**config.mk**
```make
export PLATFORM = sky130hd
export DESIGN_NAME = mips_muldiv_unit
export DESIGN_NICKNAME = d
export VERILOG_FILES = /design/src/rtl/mips_muldiv_unit.sv
export SDC_FILE = /design/constraint.sdc
export NUM_CORES = 1
export LEC_CHECK = 0
export CAP_MARGIN = 10
export CORE_UTILIZATION = 44
export DETAILED_ROUTE_END_ITERATION = 8
export PLACE_DENSITY = 0.66
export SYNTH_ARGS = -nofsm -noshare
export SYNTH_HDL_FRONTEND = slang
export SYNTH_SLANG_ARGS = --single-unit
```
**constraint.sdc**
```tcl
create_clock -name Clk -period 4.7 [get_ports Clk]
set_input_delay 0.94 -clock Clk [delete_from_list [all_inputs] [get_ports Clk]]
set_output_delay 0.94 -clock Clk [all_outputs]
set_load 0.01 [all_outputs]
```
**src/rtl/mips_muldiv_unit.sv**
```systemverilog
// Multicycle multiply/divide unit with HI/LO registers for the multicycle MIPS core.
// One shift-add or restoring-subtract iteration per clock on operand magnitudes, sign fixup at the end.
module mips_muldiv_unit #(
  parameter int WIDTH = 32
) (
  input  logic             Clk,
  input  logic             reset,
  input  logic             start,
  input  logic [2:0]       op,
  input  logic [WIDTH-1:0] rs_val,
  input  logic [WIDTH-1:0] rt_val,
  input  logic             abort,
  output logic             busy,
  output logic             done,
  output logic             div_by_zero,
  output logic [WIDTH-1:0] hi,
  output logic [WIDTH-1:0] lo,
  output logic [1:0]       state_out
);

  localparam int CNT_W = $clog2(WIDTH + 1);

  localparam logic [2:0] OP_MULT  = 3'b000;
  localparam logic [2:0] OP_MULTU = 3'b001;
  localparam logic [2:0] OP_DIV   = 3'b010;
  localparam logic [2:0] OP_DIVU  = 3'b011;
  localparam logic [2:0] OP_MTHI  = 3'b100;
  localparam logic [2:0] OP_MTLO  = 3'b101;

  typedef enum logic [1:0] {
    S_IDLE = 2'd0,
    S_RUN  = 2'd1,
    S_FIX  = 2'd2,
    S_DZ   = 2'd3
  } state_t;

  state_t             state_q, state_d;
  logic [CNT_W-1:0]   cnt_q, cnt_d;
  logic [WIDTH-1:0]   acc_hi_q, acc_hi_d;
  logic [WIDTH-1:0]   acc_lo_q, acc_lo_d;
  logic [WIDTH-1:0]   opnd_b_q, opnd_b_d;
  logic               is_div_q, is_div_d;
  logic               neg_res_q, neg_res_d;
  logic               neg_rem_q, neg_rem_d;
  logic [WIDTH-1:0]   hi_q, hi_d;
  logic [WIDTH-1:0]   lo_q, lo_d;
  logic               done_q, done_d;
  logic               dz_q, dz_d;

  // Operand decode and magnitudes, used only on the start edge.
  logic               signed_op;
  logic               div_op;
  logic [WIDTH-1:0]   a_mag;
  logic [WIDTH-1:0]   b_mag;

  assign signed_op = (op == OP_MULT) || (op == OP_DIV);
  assign div_op    = (op == OP_DIV) || (op == OP_DIVU);
  assign a_mag     = (signed_op && rs_val[WIDTH-1]) ? -rs_val : rs_val;
  assign b_mag     = (signed_op && rt_val[WIDTH-1]) ? -rt_val : rt_val;

  // Multiply step: multiplier shifts out of acc_lo while the partial product shifts in from the top.
  logic [WIDTH:0]     mul_sum;
  logic [WIDTH-1:0]   mul_hi;
  logic [WIDTH-1:0]   mul_lo;

  assign mul_sum = {1'b0, acc_hi_q} + (acc_lo_q[0] ? {1'b0, opnd_b_q} : '0);
  assign mul_hi  = mul_sum[WIDTH:1];
  assign mul_lo  = {mul_sum[0], acc_lo_q[WIDTH-1:1]};

  // Restoring divide step: acc_hi is the partial remainder, acc_lo turns from dividend into quotient.
  logic [WIDTH:0]     div_shift;
  logic [WIDTH:0]     div_diff;
  logic [WIDTH-1:0]   div_hi;
  logic [WIDTH-1:0]   div_lo;

  assign div_shift = {acc_hi_q, acc_lo_q[WIDTH-1]};
  assign div_diff  = div_shift - {1'b0, opnd_b_q};
  assign div_hi    = div_diff[WIDTH] ? div_shift[WIDTH-1:0] : div_diff[WIDTH-1:0];
  assign div_lo    = {acc_lo_q[WIDTH-2:0], ~div_diff[WIDTH]};

  logic [2*WIDTH-1:0] prod;
  logic [2*WIDTH-1:0] prod_fix;

  assign prod     = {acc_hi_q, acc_lo_q};
  assign prod_fix = neg_res_q ? -prod : prod;

  // Handshake: start is a request taken only when busy=0 (the IDLE state); while busy=1 start and
  // the operands are ignored, done/div_by_zero pulse for one cycle, abort cancels any busy state.
  always_comb begin
    state_d   = state_q;
    cnt_d     = cnt_q;
    acc_hi_d  = acc_hi_q;
    acc_lo_d  = acc_lo_q;
    opnd_b_d  = opnd_b_q;
    is_div_d  = is_div_q;
    neg_res_d = neg_res_q;
    neg_rem_d = neg_rem_q;
    hi_d      = hi_q;
    lo_d      = lo_q;
    done_d    = 1'b0;
    dz_d      = 1'b0;

    case (state_q)
      S_IDLE: begin
        if (start) begin
          case (op)
            OP_MTHI: hi_d = rs_val;
            OP_MTLO: lo_d = rs_val;
            OP_MULT, OP_MULTU, OP_DIV, OP_DIVU: begin
              acc_hi_d  = '0;
              is_div_d  = div_op;
              neg_res_d = signed_op && (rs_val[WIDTH-1] ^ rt_val[WIDTH-1]);
              neg_rem_d = signed_op && div_op && rs_val[WIDTH-1];
              if (div_op) begin
                acc_lo_d = a_mag;
                opnd_b_d = b_mag;
              end else begin
                acc_lo_d = b_mag;
                opnd_b_d = a_mag;
              end
              if (div_op && (rt_val == '0)) begin
                state_d = S_DZ;
              end else begin
                state_d = S_RUN;
                cnt_d   = CNT_W'(WIDTH);
              end
            end
            default: ;
          endcase
        end
      end
      S_RUN: begin
        if (abort) begin
          state_d = S_IDLE;
          cnt_d   = '0;
        end else begin
          acc_hi_d = is_div_q ? div_hi : mul_hi;
          acc_lo_d = is_div_q ? div_lo : mul_lo;
          cnt_d    = cnt_q - CNT_W'(1);
          if (cnt_q == CNT_W'(1)) begin
            state_d = S_FIX;
          end
        end
      end
      S_FIX: begin
        state_d = S_IDLE;
        if (!abort) begin
          done_d = 1'b1;
          if (is_div_q) begin
            lo_d = neg_res_q ? -acc_lo_q : acc_lo_q;
            hi_d = neg_rem_q ? -acc_hi_q : acc_hi_q;
          end else begin
            {hi_d, lo_d} = prod_fix;
          end
        end
      end
      S_DZ: begin
        state_d = S_IDLE;
        if (!abort) begin
          done_d = 1'b1;
          dz_d   = 1'b1;
        end
      end
      default: state_d = S_IDLE;
    endcase
  end

  always_ff @(posedge Clk or negedge reset) begin
    if (!reset) begin
      state_q   <= S_IDLE;
      cnt_q     <= '0;
      acc_hi_q  <= '0;
      acc_lo_q  <= '0;
      opnd_b_q  <= '0;
      is_div_q  <= 1'b0;
      neg_res_q <= 1'b0;
      neg_rem_q <= 1'b0;
      hi_q      <= '0;
      lo_q      <= '0;
      done_q    <= 1'b0;
      dz_q      <= 1'b0;
    end else begin
      state_q   <= state_d;
      cnt_q     <= cnt_d;
      acc_hi_q  <= acc_hi_d;
      acc_lo_q  <= acc_lo_d;
      opnd_b_q  <= opnd_b_d;
      is_div_q  <= is_div_d;
      neg_res_q <= neg_res_d;
      neg_rem_q <= neg_rem_d;
      hi_q      <= hi_d;
      lo_q      <= lo_d;
      done_q    <= done_d;
      dz_q      <= dz_d;
    end
  end

  assign busy        = (state_q != S_IDLE);
  assign done        = done_q;
  assign div_by_zero = dz_q;
  assign hi          = hi_q;
  assign lo          = lo_q;
  assign state_out   = state_q;

endmodule

```
# Word-level counts from Yosys, hierarchy flattened
# Index checks and enable logic that the tools add are counted.
dict set report totals {
  reg_bits 173
  out_inout_bits 69
  wordCells 104
}
dict set report classes {
  n_addsub 8
  eq_ne 17
  n_mux 43
  n_bitwise 2
  n_reduce_logical 22
}
# op n
set op_table {}
lappend op_table {{$mux W32} 24}
lappend op_table {{$pmux W32 S2} 4}
lappend op_table {{$neg A32 Y32} 4}
lappend op_table {{$mux W64} 1}
lappend op_table {{$neg A64 Y64} 1}
lappend op_table {{$add A32 B32 Y33} 1}
lappend op_table {{$sub A33 B32 Y33} 1}
lappend op_table {{$logic_not A32 Y1} 1}
lappend op_table {{$mux W6} 4}
lappend op_table {{$reduce_and A4 Y1} 4}
lappend op_table {{$pmux W6 S2} 1}
lappend op_table {{$mux W2} 5}
lappend op_table {{$ne A2 B2 Y1 const B} 4}
lappend op_table {{$eq A3 B2 Y1 const B} 2}
lappend op_table {{$eq A3 B3 Y1 const B} 2}
lappend op_table {{$eq A6 B1 Y1 const B} 1}
lappend op_table {{$logic_and A1 B1 Y1} 6}
lappend op_table {{$ne A2 B1 Y1 const B} 3}
lappend op_table {{$pmux W2 S3} 1}
lappend op_table {{$reduce_and A3 Y1} 2}
lappend op_table {{$reduce_bool A2 Y1} 3}
lappend op_table {{$sub A6 B1 Y6 const B} 1}
lappend op_table {{$eq A2 B2 Y1 const B} 2}
lappend op_table {{$reduce_or A4 Y1} 1}
lappend op_table {{other kinds (10)} 13}

# Logic depth before layout (Yosys ltp)
dict set report depth {
  depth_word 8
  ltp_mapped 14
  depth_no_buf 13
}

# Worst setup path before layout
# Ideal clock, no wire load.
dict set report synth_path {
  kind {register to register}
  from {register acc_lo_q[0]}
  to {register hi_q[8], in the netlist hi[8]}
  t_arrival_ps 3233
  required_ps 4596
  path_slack_ps 1363
  path_stages_with_launch 13
  period_less_slack_ps 3337
  path_cell_list {dfrtp_1 inv_1 clkbuf_1 ha_1 or3b_2 nor4_1 nand3_1 or3_1 clkbuf_1 and2_1 o21ai_0 xor2_1 a221oi_1}
}
dict set report synth_between {
  elab_chain_len 5
}
# element line
set synth_lines {}
lappend synth_lines {{start: declaration} 40} ;# logic [WIDTH-1:0] acc_lo_q, acc_lo_d;
lappend synth_lines {{start signal: assignment} 186} ;# acc_lo_q <= acc_lo_d;
lappend synth_lines {{$neg A64 Y64} 85} ;# assign prod_fix = neg_res_q ? -prod : prod;
lappend synth_lines {{$mux W64} 85}
lappend synth_lines {{$mux W32} 149} ;# if (is_div_q) begin
lappend synth_lines {{$mux W32} 147} ;# if (!abort) begin
lappend synth_lines {{$pmux W32 S2} 103} ;# case (state_q)
lappend synth_lines {{end signal: assignment} 191} ;# hi_q <= hi_d;
lappend synth_lines {{end: declaration} 45} ;# logic [WIDTH-1:0] hi_q, hi_d;
# No other way between the ends. The select of a mux whose other input is x is not followed.
# A chain may end at the register's enable or synchronous reset.

# Final worst setup path
dict set report layout_path {
  from {register acc_lo_q[0]}
  to {register acc_hi_q[27]}
}
dict set report layout_between {
  elab_chain_len 5
}
# element line
set layout_lines {}
lappend layout_lines {{$mux W32} 66} ;# assign mul_sum = {1'b0, acc_hi_q} + (acc_lo_q[0] ? {1'b0, opnd_b_q} : '0);
lappend layout_lines {{$add A32 B32 Y33} 66}
lappend layout_lines {{$mux W32} 137} ;# acc_hi_d = is_div_q ? div_hi : mul_hi;
lappend layout_lines {{$mux W32} 133} ;# if (abort) begin
lappend layout_lines {{$pmux W32 S2} 103}
lappend layout_lines {{end signal: assignment} 185} ;# acc_hi_q <= acc_hi_d;
lappend layout_lines {{end: declaration} 39} ;# logic [WIDTH-1:0] acc_hi_q, acc_hi_d;
# No other way between the ends. The select of a mux whose other input is x is not followed.

==> metrics.yaml <==
clock_network:
  cts_post_setup_buffers_inserted: 0
  cts_tree: "built"
  numCtsBuffers: 17
  clkSinkCount: 173
  clockRootBuffer: "clkbuf_16"
  hold_buffers: 0
  clock_path_buffers: 2
  cts-htree-levels: 4
  clk_latency_ns: 0.46
  clk_pin_slew_ns: 0.07
  ctsResizeCount: 0
pwr:
  p_leak_nw: 7.416
  vdd_ir_drop_max_mv: 0.3668
  p_per_area_nw_per_um2: 582.0
floorplan:
  core_um2: 33700
  die_area_um2: 35080
  die_h_um: 187.3
  die_x_um: 187.3
  start_util_pct: 44.83
  num_rows: 67
  ios: 140
global_route:
  grt-ovfl-total: 0
  track_usage_pct: 33.82
  antenna_found_initial: 0
  grt_pass1_vias: 14470
  grt_max_degree: 89
  grt_pass1_wl_mm: 89.79
yosys:
  synth_edf_count: 0
  yosys_warnings: 0
  synth_area_per_cell_um2: 7.554
  yosys.area.top_type: "dfrtp_1"
  yosys-top-cells-count: "241 x nor2_1, 219 x a21oi_1, 208 x nand2_1, 197 x o21ai_0, 173 x dfrtp_1"
  async_flop_share_pct: 100.0
  synth_top_cell_area_share_pct: 28.65
  yosysUniqueCellTypes: 70
  ys.flop_type: "dfrtp_1"
  yosysSeqAreaShare_pct: 28.65
  syn_nets: 2143
  ys_seq_elements: 173
  synth.most_common_cell: "nor2_1"
  netlist_instances: 2000
  synth_area_um2: 15110
  synthTopCellsByArea: "dfrtp_1 29%, a21oi_1 7.3%, o21ai_0 6.5%, nor2_1 6.0%, xnor2_1 5.9%"
finish:
  num_antenna_cells: 0
  syn_to_final_growth_pct: 16.48
  drive_above_1_share_pct: 5.812
  layout.nets: 2232
route:
  drtAntennaViolNets: 0
  drt_wl_total_mm: 60.03
  num_vias: 15850
  drt_first_pass_iters: 5
  drc_errors: 0
  drt_iter0_drc: 1753
  vias_per_cell: 6.221
  avgRoutedWirePerCell_um: 23.57
timing:
  fmax_ghz: 0.2534
  final-max-slew-violation-count: 0
  tightest_slew_ns: 1.215
  hold_viol: 0
  finalSetupViolations: 0
  maxSlewHeadroom_pct: 18.86
  fin_ws_ns: 0.7541
  fin_crit_ns: 3.946
  fin_crit_sh_pct: 83.96
  rsz0062_at_grt: "false"
  finClkSkew_ns: 0.01366
  tns_ns: 0
worst_setup_path:
  worstPathArrival_ns: 4.24
  cp_data_required_time_ns: 4.99
  crit_buf_inv: 2
  crit_type: "register to register"
  cp-start-kind: "register"
  crit_fanout: 21
  cp_slowest_cell: "dfrtp_1"
  cp-end-kind: "register"
  crit_path_frequent_cell: "o211ai_1"
  crit_family: "compound AO/OA/AOI/OAI gates"
  cp_cell_sequence: "inv_1 -> buf_4 -> nor2_1 -> ha_1 -> a21o_1 -> a211oi_1 -> o21ai_0 -> a21boi_0 -> o31a_1 -> o211ai_1 -> a31oi_1 -> mux2i_1 -> o211ai_1"
  max_stage_delay_ns: 0.47
min_path:
  worstHoldPathType: "register to register"
place:
  place_ws_ns: 0.5991
  port_buffers: 139
  gp_congestion: 0.9681
  dp_hpwl_mm: 46.76
job:
  cap_violations: 0
run_status:
  status: "finished clean"
sequential cells by signal (all words and copies together) (netlist names), 2 cells and up:
name,cells
cnt_q,6
lo,32
hi,32
acc_lo_q,32
state_out,2
acc_hi_q,32
opnd_b_q,32
power breakdown:
group	internal, W	switching [W]	total (W)
Clock	0.000739	0.000700	0.00144
Combinational	0.00248	0.00371	0.00619
Sequential	0.00196	0.000654	0.00262
Total	0.00518	0.00506	0.0102
metrics by stage:
stage	instances	area (µm²)	util (%)	power, W	hold slack, ns
4_1_cts	2547	17600	52.22	0.01007	0.4866
6_report	2547	17600	52.22	0.01024	0.4809
3_3_place_gp	2518	17050	50.59	0.008582	0.4610
2_1_floorplan	2000	15110	-	0.006435	0.4498
5_1_grt	2547	17600	52.22	0.01084	0.5119
3_5_place_dp	2518	17050	50.59	0.008632	0.4710
worst paths after layout:
check	startpoint	endpoint	slack, ns	cells after the start
min in group asynchronous	reset	lo[18]	0.53	1
setup / recovery	acc_lo_q[0]	acc_hi_q[27]	0.75	13
hold reg to reg	hi[11]	hi[11]	0.48	2
setup reg to reg	acc_lo_q[0]	acc_hi_q[27]	0.75	13
max in group asynchronous	reset	acc_lo_q[1]	3.12	2
hold / removal	hi[11]	hi[11]	0.48	2
cell usage in the layout (no fill, tap or decap), types with 12 or more instances in the layout:
master             n
clkbuf_16         17
or3_1             27
inv_1             68
ha_1              70
a221oi_1          13
nand4_1           18
a31oi_1           18
xnor2_1          102
buf_4             58
nor4_1            18
o31ai_1           42
and2_1            13
or4_1             12
nand2b_1          12
nand2_1          208
mux2i_1           51
nor3_1            39
and3_1            13
nor2_1           238
nor2b_1           12
xor2_1            71
a21oi_1          219
a22oi_1           22
clkdlybuf4s50_1  137
o21ai_0          196
dfrtp_1          172
a21o_1            29
nand3_1           38
o41ai_1           17
a211oi_1          16
layer usage:
metal | share of wire [%] | GRT usage [%]
met5 | 0.088 | 1.099
met4 | 2.7 | 10.37
met3 | 11 | 9.493
met2 | 42 | 48.17
met1 | 44 | 48.91
cells by family (layout without fill, tap and decap cells):
kind of cell | Yosys count | in the layout | share of synthesized area [%]
adders and majority gates | 72 | 72 | 6.062
muxes | 57 | 57 | 3.826
AOI/OAI and AO/OA | 652 | 652 | 26.07
xor gates and xnor gates | 173 | 173 | 10.03
and+or+nand+nor | 677 | 677 | 20.44
buffers and inverters | 196 | 295 | 4.919
DFF | 173 | 173 | 28.65
cell type report:
| type | count | area, µm² |
|---|---|---|
| clock inverter | 12 | 123.9 |
| tap | 448 | 560.5 |
| fill | 3303 | 16100 |
| clock buffer | 17 | 425.4 |
| multi-input combinational | 1631 | 10080 |
| sequential | 173 | 4330 |
| inverter | 69 | 259.0 |
| timing repair buffer | 197 | 1823 |
tightest hold or removal path, delay by kind of cell, from the launching register on:
family / cells / cell delay, ns
AND/OR/NAND/NOR: 1 / 0.04
AO/OA/AOI/OAI: 1 / 0.06
flip-flops: 1 / 0.34
Note: power is estimated with default switching activity, not from simulation.
